File: config.mk
export PLATFORM = sky130hd
export DESIGN_NAME = vga_timing_gen
export DESIGN_NICKNAME = d
export VERILOG_FILES = /design/src/rtl/vga_timing_pkg.sv /design/src/rtl/vga_axis_counter.sv /design/src/rtl/vga_timing_gen.sv
export SDC_FILE = /design/constraint.sdc
export NUM_CORES = 1
export LEC_CHECK = 0
export CAP_MARGIN = 10
export CORE_ASPECT_RATIO = 1.2
export CORE_UTILIZATION = 40
export DETAILED_ROUTE_END_ITERATION = 7
export PLACE_DENSITY = 0.71
export REMOVE_ABC_BUFFERS = 1
export SKIP_CTS_REPAIR_TIMING = 1
export SLEW_MARGIN = 25
export SYNTH_ARGS = -nofsm -noshare
export SYNTH_HDL_FRONTEND = slang
export SYNTH_SLANG_ARGS = --single-unit
File: constraint.sdc
create_clock -name CLOCK_50 -period 3.2 [get_ports CLOCK_50]
set_input_delay 0.48 -clock CLOCK_50 [delete_from_list [all_inputs] [get_ports CLOCK_50]]
set_output_delay 0.48 -clock CLOCK_50 [all_outputs]
set_load 0.05 [all_outputs]
File: src/rtl/vga_timing_pkg.sv
// vga_timing_pkg
//   Shared constants for the 640x480@60 Hz raster generator: default porch/sync
//   geometry, derived totals and sync bounds, counter width and the colour-bar
//   lookup used by the optional test pattern (VGA_TEST_PATTERN_EN).
package vga_timing_pkg;

    localparam int unsigned CNT_W        = 10;

    localparam int unsigned DEF_CLK_DIV  = 2;

    localparam int unsigned DEF_H_ACTIVE = 640;
    localparam int unsigned DEF_H_FP     = 16;
    localparam int unsigned DEF_H_SYNC   = 96;
    localparam int unsigned DEF_H_BP     = 48;

    localparam int unsigned DEF_V_ACTIVE = 480;
    localparam int unsigned DEF_V_FP     = 10;
    localparam int unsigned DEF_V_SYNC   = 2;
    localparam int unsigned DEF_V_BP     = 33;

    localparam int unsigned DEF_H_TOTAL  = DEF_H_ACTIVE + DEF_H_FP + DEF_H_SYNC + DEF_H_BP;
    localparam int unsigned DEF_V_TOTAL  = DEF_V_ACTIVE + DEF_V_FP + DEF_V_SYNC + DEF_V_BP;

    localparam int unsigned DEF_HS_START = DEF_H_ACTIVE + DEF_H_FP;
    localparam int unsigned DEF_HS_END   = DEF_HS_START + DEF_H_SYNC;
    localparam int unsigned DEF_VS_START = DEF_V_ACTIVE + DEF_V_FP;
    localparam int unsigned DEF_VS_END   = DEF_VS_START + DEF_V_SYNC;

    localparam int unsigned NUM_BARS     = 8;

    typedef struct packed {
        logic [7:0] r;
        logic [7:0] g;
        logic [7:0] b;
    } rgb_t;

    // Bar order: white, yellow, cyan, green, magenta, red, blue, black.
    function automatic rgb_t bar_colour(input logic [2:0] idx);
        rgb_t c;
        c.r = {8{~idx[1]}};
        c.g = {8{~idx[2]}};
        c.b = {8{~idx[0]}};
        return c;
    endfunction

endpackage

File: src/rtl/vga_axis_counter.sv
// vga_axis_counter
//   One raster axis: wrap counter over ACTIVE+FP+SYNC+BP positions with decode
//   of the value it will hold after the current edge, so the parent can register
//   sync/active in the same edge that moves the counter.
//   clk_i, rst_ni    : clock, asynchronous active-low reset (count -> last)
//   clr_i            : synchronous restart to the last position
//   step_i           : advance by one on this edge
//   cnt_o            : registered position
//   wrap_o           : step_i while at the last position
//   sync_n_nxt_o     : active-low sync decode of the next position
//   active_nxt_o     : visible-region decode of the next position
module vga_axis_counter
    import vga_timing_pkg::*;
#(
    parameter int unsigned ACTIVE = DEF_H_ACTIVE,
    parameter int unsigned FP     = DEF_H_FP,
    parameter int unsigned SYNC   = DEF_H_SYNC,
    parameter int unsigned BP     = DEF_H_BP
) (
    input  logic             clk_i,
    input  logic             rst_ni,
    input  logic             clr_i,
    input  logic             step_i,
    output logic [CNT_W-1:0] cnt_o,
    output logic             wrap_o,
    output logic             sync_n_nxt_o,
    output logic             active_nxt_o
);

    localparam int unsigned      TOTAL      = ACTIVE + FP + SYNC + BP;
    localparam logic [CNT_W-1:0] LAST       = CNT_W'(TOTAL - 1);
    localparam logic [CNT_W-1:0] SYNC_START = CNT_W'(ACTIVE + FP);
    localparam logic [CNT_W-1:0] SYNC_END   = CNT_W'(ACTIVE + FP + SYNC);
    localparam logic [CNT_W-1:0] ACTIVE_END = CNT_W'(ACTIVE);

    logic [CNT_W-1:0] cnt_q, cnt_d;

    always_comb begin
        wrap_o = step_i && (cnt_q == LAST);
        cnt_d  = cnt_q;
        if (clr_i) begin
            cnt_d = LAST;
        end else if (wrap_o) begin
            cnt_d = '0;
        end else if (step_i) begin
            cnt_d = cnt_q + 1'b1;
        end
        sync_n_nxt_o = !((cnt_d >= SYNC_START) && (cnt_d < SYNC_END));
        active_nxt_o = (cnt_d < ACTIVE_END);
    end

    always_ff @(posedge clk_i or negedge rst_ni) begin
        if (!rst_ni) begin
            cnt_q <= LAST;
        end else begin
            cnt_q <= cnt_d;
        end
    end

    assign cnt_o = cnt_q;

endmodule

File: src/rtl/vga_timing_gen.sv
// vga_timing_gen
//   640x480@60 Hz raster timing from CLOCK_50: pixel enable, H/V counters,
//   syncs, blank, line/frame markers and the DAC pixel clock. Every output is a
//   flop on CLOCK_50 (VGA_SYNC_N is tied low).
//   CLOCK_50, RESET_N (async, active-low), EN (sync run enable, low = restart)
//   PIX_TICK, H_CNT, V_CNT, ACTIVE, LINE_START, FRAME_START
//   VGA_HS, VGA_VS, VGA_BLANK_N, VGA_SYNC_N, VGA_CLK, VGA_R/G/B
//   Build option: define VGA_TEST_PATTERN_EN for 8 vertical colour bars on
//   VGA_R/G/B; otherwise those ports are constant 0.
module vga_timing_gen
    import vga_timing_pkg::*;
#(
    parameter int unsigned CLK_DIV  = DEF_CLK_DIV,
    parameter int unsigned H_ACTIVE = DEF_H_ACTIVE,
    parameter int unsigned H_FP     = DEF_H_FP,
    parameter int unsigned H_SYNC   = DEF_H_SYNC,
    parameter int unsigned H_BP     = DEF_H_BP,
    parameter int unsigned V_ACTIVE = DEF_V_ACTIVE,
    parameter int unsigned V_FP     = DEF_V_FP,
    parameter int unsigned V_SYNC   = DEF_V_SYNC,
    parameter int unsigned V_BP     = DEF_V_BP
) (
    input  logic             CLOCK_50,
    input  logic             RESET_N,
    input  logic             EN,
    output logic             PIX_TICK,
    output logic [CNT_W-1:0] H_CNT,
    output logic [CNT_W-1:0] V_CNT,
    output logic             ACTIVE,
    output logic             LINE_START,
    output logic             FRAME_START,
    output logic             VGA_HS,
    output logic             VGA_VS,
    output logic             VGA_BLANK_N,
    output logic             VGA_SYNC_N,
    output logic             VGA_CLK,
    output logic [7:0]       VGA_R,
    output logic [7:0]       VGA_G,
    output logic [7:0]       VGA_B
);

    localparam int unsigned      DIV_W    = $clog2(CLK_DIV);
    localparam logic [DIV_W-1:0] DIV_LAST = DIV_W'(CLK_DIV - 1);
    localparam logic [DIV_W-1:0] DIV_HALF = DIV_W'(CLK_DIV / 2);

    logic             clr;
    logic [DIV_W-1:0] div_q, div_d;
    logic             pix_step;
    logic             pix_tick_q, pix_tick_d;
    logic             vga_clk_q, vga_clk_d;
    logic             hs_q, vs_q, active_q, line_start_q, frame_start_q;
    logic             active_d, line_start_d, frame_start_d;

    logic             h_wrap, h_sync_n_nxt, h_active_nxt;
    logic             v_wrap, v_sync_n_nxt, v_active_nxt;

    assign clr = !EN;

    // The counters move on the edge that ends a tick cycle; tick/pixel-clock
    // flops are loaded from the next divider value so they line up with it.
    always_comb begin
        pix_step = !clr && (div_q == DIV_LAST);
        div_d    = div_q + 1'b1;
        if (clr || (div_q == DIV_LAST)) begin
            div_d = '0;
        end
        pix_tick_d    = (div_d == DIV_LAST);
        vga_clk_d     = (div_d >= DIV_HALF);
        active_d      = h_active_nxt && v_active_nxt;
        line_start_d  = h_wrap;
        frame_start_d = h_wrap && v_wrap;
    end

    vga_axis_counter #(
        .ACTIVE (H_ACTIVE),
        .FP     (H_FP),
        .SYNC   (H_SYNC),
        .BP     (H_BP)
    ) u_h_axis (
        .clk_i        (CLOCK_50),
        .rst_ni       (RESET_N),
        .clr_i        (clr),
        .step_i       (pix_step),
        .cnt_o        (H_CNT),
        .wrap_o       (h_wrap),
        .sync_n_nxt_o (h_sync_n_nxt),
        .active_nxt_o (h_active_nxt)
    );

    vga_axis_counter #(
        .ACTIVE (V_ACTIVE),
        .FP     (V_FP),
        .SYNC   (V_SYNC),
        .BP     (V_BP)
    ) u_v_axis (
        .clk_i        (CLOCK_50),
        .rst_ni       (RESET_N),
        .clr_i        (clr),
        .step_i       (h_wrap),
        .cnt_o        (V_CNT),
        .wrap_o       (v_wrap),
        .sync_n_nxt_o (v_sync_n_nxt),
        .active_nxt_o (v_active_nxt)
    );

    always_ff @(posedge CLOCK_50 or negedge RESET_N) begin
        if (!RESET_N) begin
            div_q         <= '0;
            pix_tick_q    <= 1'b0;
            vga_clk_q     <= 1'b0;
            hs_q          <= 1'b1;
            vs_q          <= 1'b1;
            active_q      <= 1'b0;
            line_start_q  <= 1'b0;
            frame_start_q <= 1'b0;
        end else begin
            div_q         <= div_d;
            pix_tick_q    <= pix_tick_d;
            vga_clk_q     <= vga_clk_d;
            hs_q          <= h_sync_n_nxt;
            vs_q          <= v_sync_n_nxt;
            active_q      <= active_d;
            line_start_q  <= line_start_d;
            frame_start_q <= frame_start_d;
        end
    end

    assign PIX_TICK    = pix_tick_q;
    assign VGA_CLK     = vga_clk_q;
    assign VGA_HS      = hs_q;
    assign VGA_VS      = vs_q;
    assign ACTIVE      = active_q;
    assign VGA_BLANK_N = active_q;
    assign LINE_START  = line_start_q;
    assign FRAME_START = frame_start_q;
    assign VGA_SYNC_N  = 1'b0;

`ifdef VGA_TEST_PATTERN_EN
    localparam int unsigned BAR_W = H_ACTIVE / NUM_BARS;

    logic [CNT_W-1:0] h_nxt;
    logic [2:0]       bar_idx;
    rgb_t             rgb_q, rgb_d;

    // Column the horizontal counter will hold after this edge, rebuilt here
    // so the colour register stays aligned with H_CNT/VGA_BLANK_N.
    always_comb begin
        h_nxt = H_CNT;
        if (h_wrap) begin
            h_nxt = '0;
        end else if (pix_step) begin
            h_nxt = H_CNT + 1'b1;
        end
        bar_idx = 3'(h_nxt / CNT_W'(BAR_W));
        rgb_d   = active_d ? bar_colour(bar_idx) : '0;
    end

    always_ff @(posedge CLOCK_50 or negedge RESET_N) begin
        if (!RESET_N) begin
            rgb_q <= '0;
        end else begin
            rgb_q <= rgb_d;
        end
    end

    assign VGA_R = rgb_q.r;
    assign VGA_G = rgb_q.g;
    assign VGA_B = rgb_q.b;
`else
    assign VGA_R = '0;
    assign VGA_G = '0;
    assign VGA_B = '0;
`endif

endmodule

==> flow_metrics.env, run 1 <==
export IMPL_setup_viol=0
export IMPL_synth_edf_count=0
export IMPL_cts_buffer_depth=2
export IMPL_io_buffers=30
export IMPL_rsz0062_at_grt="no"
export IMPL_ff_latch_area_um2=666
export IMPL_period_needed_ns=2.48
export IMPL_crit_top_cell="or3_1"
export IMPL_synth_area_leaders="dfrtp_1 (20%), dfstp_2 (18%), buf_4 (12%)"
export IMPL_crit_type="reg2reg"
export IMPL_relSlewSlack_pct=66.3
export IMPL_slew_viol_final=0
export IMPL_worstSetupStartpointType="flip-flop"
export IMPL_synth_mux_area_fraction_pct=1.79
export IMPL_cts_root_buffer="clkbuf_8"
export IMPL_yosysTopAreaCell="dfrtp_1"
export IMPL_gp_congestion=0.893
export IMPL_drive_gt1_share_pct=16.2
export IMPL_dp_hpwl_um=2660
export IMPL_io_pins=56
export IMPL_fmax_mhz=404
export IMPL_synth_top_cell_area_share_pct=20.0
export IMPL_hp_class="in2async"
export IMPL_grt_pass1_vias=1291
export IMPL_power_density_mw_per_mm2=489
export IMPL_vias=1362
export IMPL_path_clk_slew_ns=0.09
export IMPL_placementRows=26
export IMPL_routed_wl_um=3540
export IMPL_drt_iter0_drc=86
export IMPL_drc_errors=0
export IMPL_totalPowerFinal_w=0.000989
export IMPL_syn_avg_cell_area_um2=9.67
export IMPL_cp_slowest_cell="dfstp_2"
export IMPL_critPathMaxFanout=9
export IMPL_syn2layout_area_growth_pct=15.5
export IMPL_numCtsBuffers=3
export IMPL_ant_nets=0
export IMPL_grtUsageTotal_pct=16.2
export IMPL_dieArea_mm2=0.00465
export IMPL_ys_flop_type="dfrtp_1"
export IMPL_synthSimpleGateAreaFrac_pct=22.0
export IMPL_cp_end_kind="flip-flop"
export IMPL_grt_pass1_wl_um=6040
export IMPL_ff2ff_setup_slack_ns=0.72
export IMPL_async_flop_share_pct=100
export IMPL_critical_path_cell_chain="ha_1 -> nand4_1 -> or3_1 -> or3_1 -> a22oi_2 -> a311oi_1"
export IMPL_worst_pin_slew_ns=0.504
export IMPL_wl_per_cell_um=13.3
export IMPL_diodes=0
export IMPL_whs_ns=0.165
export IMPL_r2r_cells=6
export IMPL_ys_warn_count=0
export IMPL_cp_required_ns=3.33
export IMPL_worstReg2RegEnd="ACTIVE$_DFF_PN0_"
export IMPL_die_w_um=62.4
export IMPL_initial_core_util_pct=41.4
export IMPL_cts_max_level=1
export IMPL_hold_violations=0
export IMPL_final_nets=217
export IMPL_cts_tree="done"
export IMPL_fillers=422
export IMPL_gr_total_overflow=0
export IMPL_chipHeight_um=74.5
export IMPL_antenna_found_initial=0
export IMPL_via_per_inst=5.12
export IMPL_cap_viol_max_count=0
export IMPL_syn_cell_area_mm2=0.00175
export IMPL_synth_xor_area_share_pct=6.00
export IMPL_synthCells=181
export IMPL_outcome="completed"
export IMPL_arrival_ns=2.60
export IMPL_p_leak_nw=0.826
export IMPL_multi_input_area_um2=860
export IMPL_yosys_register_bits=26
export IMPL_finClkSkew_ns=0.00953
export IMPL_synth_cell_types=51
export IMPL_final_setup_tns_ns=0
export IMPL_fin_crit_sh_pct=77.4
export IMPL_synthAdderAreaFrac_pct=2.14
export IMPL_numClockSinks=26
export IMPL_clkLatencyLatePin_ns=0.27
export IMPL_vdd_drop_max_mv=0.244
export IMPL_cp_buffers_inverters=0
export IMPL_synth_top_family_by_area="simple AND/OR/NAND/NOR gates"
export IMPL_ys_seq_area_share_pct=38.0
export IMPL_slowest_delay_ns=0.58
export IMPL_grt_max_degree=24
export IMPL_firstDrtPassIters=6
export IMPL_critPathTopFamily="simple AND/OR/NAND/NOR gates"
export IMPL_synth_compound_area_share_pct=11.8
export IMPL_core_area_mm2=0.00423
export IMPL_r2r_start="u_h_axis.cnt_o[0]$_DFF_PN1_"
==> cells in the mapped netlist, types with 2 or more instances <==
cell      count
buf_4        27
dfrtp_1      14
dfstp_2      12
o21ai_0      12
xnor2_1      10
nand3_1       9
nor2_1        9
inv_1         7
nand2_1       7
a21oi_1       6
nand4_1       6
or3_1         5
nor2b_1       4
and4_1        3
clkbuf_8      3
ha_1          3
a21boi_0      2
and3_1        2
mux2i_1       2
nor3_1        2
nor3b_1       2
nor4_1        2
o31ai_1       2
or3b_2        2
xor2_1        2
==> layout by cell type (no fill, tap or decap), types with 2 or more instances in the layout <==
cell type / instances
clkdlybuf4s50_1: 29
conb_1: 25
dfrtp_1: 14
dfstp_2: 12
o21ai_0: 12
xnor2_1: 10
nor2_1: 9
nand3_1: 9
inv_1: 7
nand2_1: 7
nand4_1: 6
a21oi_1: 6
or3_1: 5
nor2b_1: 4
buf_4: 4
and4_1: 3
ha_1: 3
clkbuf_8: 3
or3b_2: 2
nor3_1: 2
nor4_1: 2
mux2i_1: 2
and3_1: 2
nor3b_1: 2
o31ai_1: 2
xor2_1: 2
a21boi_0: 2
==> through the flow <==
stage               instance area [µm²]  utilization [%]  setup WS [ns]  cells
floorplan                          1560                -          0.446    172
global placement                   1960             46.2          0.571    262
detailed placement                 1960             46.2          0.527    262
CTS                                2030             47.9          0.722    266
global route                       2020             47.8          0.536    266
finish                             2020             47.8          0.725    266
==> worst reg2reg max path, stage by stage, from the launching register on <==
cell and delay [ns]:
dfstp_2 0.58, ha_1 0.23, nand4_1 0.25, or3_1 0.57
or3_1 0.42, a22oi_2 0.21, a311oi_1 0.07
==> layout make-up <==
| class | instances | area share (%) |
|---|---|---|
| multi-input combinational | 138 | 42.5 |
| clock buffer | 3 | 2.04 |
| clock inverter | 1 | 1.49 |
| tap | 56 | 3.47 |
| timing repair buffer | 34 | 16.1 |
| sequential | 26 | 32.9 |
| inverter | 8 | 1.49 |
==> routing by layer <==
metal	wire length, µm	global-route usage (%)
met1	1570	20.5
met2	1740	28.4
met5	0	0
met3	167	2.15
met4	70	6.46
==> kinds of logic after synthesis <==
logic type,after synthesis
simple gates,63
buf+inv,41
compound gates,32
flops,26
xor+xnor,12
fa+ha+maj,3
mux,3
other cells,1
==> power breakdown <==
part | internal (W) | total, W | switching (W)
logic | 0.0000944 | 0.000325 | 0.000231
registers | 0.000364 | 0.000400 | 0.0000364
clock network | 0.000167 | 0.000263 | 0.0000963
total | 0.000625 | 0.000989 | 0.000364
==> registers in the layout, indices dropped and copies added (netlist names) <==
name and count:
FRAME_START 1, LINE_START 1, ACTIVE 1, PIX_TICK 1, u_h_axis.cnt_o 10, VGA_VS 1
VGA_HS 1, u_v_axis.cnt_o 10
==> how the worst max path moves through the flow <==
stage	from	endpoint	slack [ns]	depth (start not counted)
floorplan	PIX_TICK$_DFF_PN0_	ACTIVE$_DFF_PN0_	0.45	5
global placement	EN	VGA_HS$_DFF_PN1_	0.57	7
detailed placement	EN	VGA_HS$_DFF_PN1_	0.53	7
CTS	u_h_axis.cnt_o[0]$_DFF_PN1_	ACTIVE$_DFF_PN0_	0.72	6
global route	u_h_axis.cnt_o[0]$_DFF_PN1_	ACTIVE$_DFF_PN0_	0.54	6
finish	u_h_axis.cnt_o[0]$_DFF_PN1_	ACTIVE$_DFF_PN0_	0.72	6
(Power assumes the default switching activity.)
==> inputs of run 2 (changes only) <==
--- a/config.mk
+++ b/config.mk
@@ -9,7 +9,7 @@
 export CORE_ASPECT_RATIO = 1.2
 export CORE_UTILIZATION = 40
 export DETAILED_ROUTE_END_ITERATION = 7
-export PLACE_DENSITY = 0.71
+export PLACE_DENSITY = 0.73
 export REMOVE_ABC_BUFFERS = 1
 export SKIP_CTS_REPAIR_TIMING = 1
 export SLEW_MARGIN = 25
==> constraint.sdc (replaced) <==
create_clock -name CLOCK_50 -period 2.2 [get_ports CLOCK_50]
set_input_delay 0.33 -clock CLOCK_50 [delete_from_list [all_inputs] [get_ports CLOCK_50]]
set_output_delay 0.33 -clock CLOCK_50 [all_outputs]
set_load 0.05 [all_outputs]
==> run 2 against run 1 <==
Against the previous run:
- the flow now finishes with violations (setup timing)
- sequential share of layout area is 2.9 points lower
- combinational power is 75% higher
- clock skew is 0.0039 ns lower
- sequential power is 43% higher
- clock-buffer cell count is 1 higher
- cell count is 7.9% higher
- fmax is 10% higher
- final area is 9.7% higher
- critical path depth is 1 lower
- utilization is 4.6 points higher
- flip-flop and latch count stayed put
- critical endpoint is now VGA_VS$_DFF_PN1_
- largest cell class unchanged
- highest routed layer unchanged
==> flow_metrics.env, run 2 (synthesis gave the netlist of run 1 again) <==
export IMPL_antenna_found_initial=0
export IMPL_io_pins=56
export IMPL_power_density_mw_per_mm2=636
export IMPL_gp_congestion=0.859
export IMPL_met1_usage_pct=21.0
export IMPL_setup_viol=3
export IMPL_dieArea_mm2=0.00465
export IMPL_multi_input_area_um2=913
export IMPL_chipHeight_um=74.5
export IMPL_worst_slack_ns=-0.0417
export IMPL_grt_use_met2_pct=32.1
export IMPL_fin_crit_sh_pct=102
export IMPL_design_area_mm2=0.00222
export IMPL_gr_total_overflow=0
export IMPL_path_clk_slew_ns=0.09
export IMPL_slew_viol_final=0
export IMPL_grt_max_degree=27
export IMPL_layout_commonest_cell="clkdlybuf4s50_1"
export IMPL_routed_wl_um=3830
export IMPL_placementRows=26
export IMPL_grt_pass1_vias=1341
export IMPL_placed_area_mm2=0.00211
export IMPL_drive_gt1_share_pct=26.0
export IMPL_violations="setup timing"
export IMPL_arrival_ns=2.42
export IMPL_cap_viol_max_count=0
export IMPL_dp_hpwl_um=2840
export IMPL_grt_busiest_layer="met2"
export IMPL_outcome="complete, but fails checks"
export IMPL_fillers=405
export IMPL_cts_max_level=1
export IMPL_grt_pass1_wl_um=6280
export IMPL_hp_class="in2async"
export IMPL_cp_required_ns=2.38
export IMPL_place_inst=283
export IMPL_rsz0062_at_grt="yes"
export IMPL_initial_core_util_pct=41.4
export IMPL_cp_end_kind="flip-flop"
export IMPL_drc_errors=0
export IMPL_wl_per_cell_um=13.3
export IMPL_vias=1456
export IMPL_syn2layout_area_growth_pct=26.7
export IMPL_hold_violations=0
export IMPL_period_needed_ns=2.24
export IMPL_final_nets=238
export IMPL_firstDrtPassIters=4
export IMPL_vdd_drop_max_mv=0.355
export IMPL_worstSetupStartpointType="flip-flop"
export IMPL_layout_common_cells="clkdlybuf4s50_1 (29), conb_1 (25), buf_4 (24)"
export IMPL_relSlewSlack_pct=66.6
export IMPL_p_leak_nw=0.925
export IMPL_cts_buffer_depth=2
export IMPL_ff_latch_area_um2=666
export IMPL_fmax_mhz=446
export IMPL_worst_pin_slew_ns=0.500
export IMPL_numCtsBuffers=3
export IMPL_via_per_inst=5.07
export IMPL_finClkSkew_ns=0.00564
export IMPL_use_met3_pct=1.84
export IMPL_io_buffers=30
export IMPL_numClockSinks=26
export IMPL_crit_type="reg2reg"
export IMPL_ant_nets=0
export IMPL_layout_cells_non_filler=287
export IMPL_diodes=0
export IMPL_clkLatencyLatePin_ns=0.27
export IMPL_core_area_mm2=0.00423
export IMPL_critPathMaxFanout=4
export IMPL_final_setup_tns_ns=-0.101
export IMPL_cts_tree="done"
export IMPL_cts_root_buffer="clkbuf_8"
export IMPL_drt_iter0_drc=65
export IMPL_grtUsageTotal_pct=17.4
export IMPL_die_w_um=62.4
export IMPL_place_ws_ns=-0.197
run 2: changes by cell type in the layout (fill, tap and decap cells not counted), sizes merged:
cell / delta
dlymetal6s2s: +1
clkbuf: +1
bufinv: -1
buf: +20
run 2: area by class of cell:
class | count | share of cell area (%)
multi-input cells | 138 | 41.2
flip-flops and latches | 26 | 30.0
repair buffers | 55 | 22.3
well taps | 56 | 3.16
clock buffers | 4 | 2.03
inverters | 8 | 1.35
run 2: stage by stage:
step	hold WS, ns	utilization [%]	total power (W)
global route	0.454	52.5	0.00149
global placement	0.564	50.0	0.00111
finish	0.425	52.5	0.00141
detailed placement	0.581	50.0	0.00112
floorplan	0.0344	-	0.000927
CTS	0.435	51.0	0.00139
run 2: metal layers:
metal  vias up  share of wire, %
li1        694                 -
met1       698                42
met2        53                51
met3        11               3.8
met4         0               2.8
met5         -                 0
run 2: report_power, final:
| part | switching (W) | internal (W) |
|---|---|---|
| sequential | 0.0000420 | 0.000529 |
| combinational | 0.000371 | 0.000198 |
| clock | 0.000142 | 0.000130 |
| total | 0.000555 | 0.000856 |
run 2: critical path, stage by stage (launching register included):
cell       delay [ns]
dfstp_2          0.55
or4b_4           0.48
or4_4            0.55
a211o_2          0.29
a22oi_2          0.15
nand4bb_1        0.13
run 2: worst paths after layout:
check | depth (start not counted) | from | slack (ns) | to
worst min-delay path | 2 | RESET_N | 0.42 | u_v_axis.cnt_o[5]$_DFF_PN0_
worst max register to register | 5 | u_h_axis.cnt_o[9]$_DFF_PN1_ | -0.04 | VGA_VS$_DFF_PN1_
max in group asynchronous | 2 | RESET_N | 1.47 | VGA_VS$_DFF_PN1_
worst max-delay path | 5 | u_h_axis.cnt_o[9]$_DFF_PN1_ | -0.04 | VGA_VS$_DFF_PN1_
min in group CLOCK_50 | 2 | u_h_axis.cnt_o[2]$_DFF_PN1_ | 0.59 | u_h_axis.cnt_o[2]$_DFF_PN1_
worst min register to register | 2 | u_h_axis.cnt_o[2]$_DFF_PN1_ | 0.59 | u_h_axis.cnt_o[2]$_DFF_PN1_
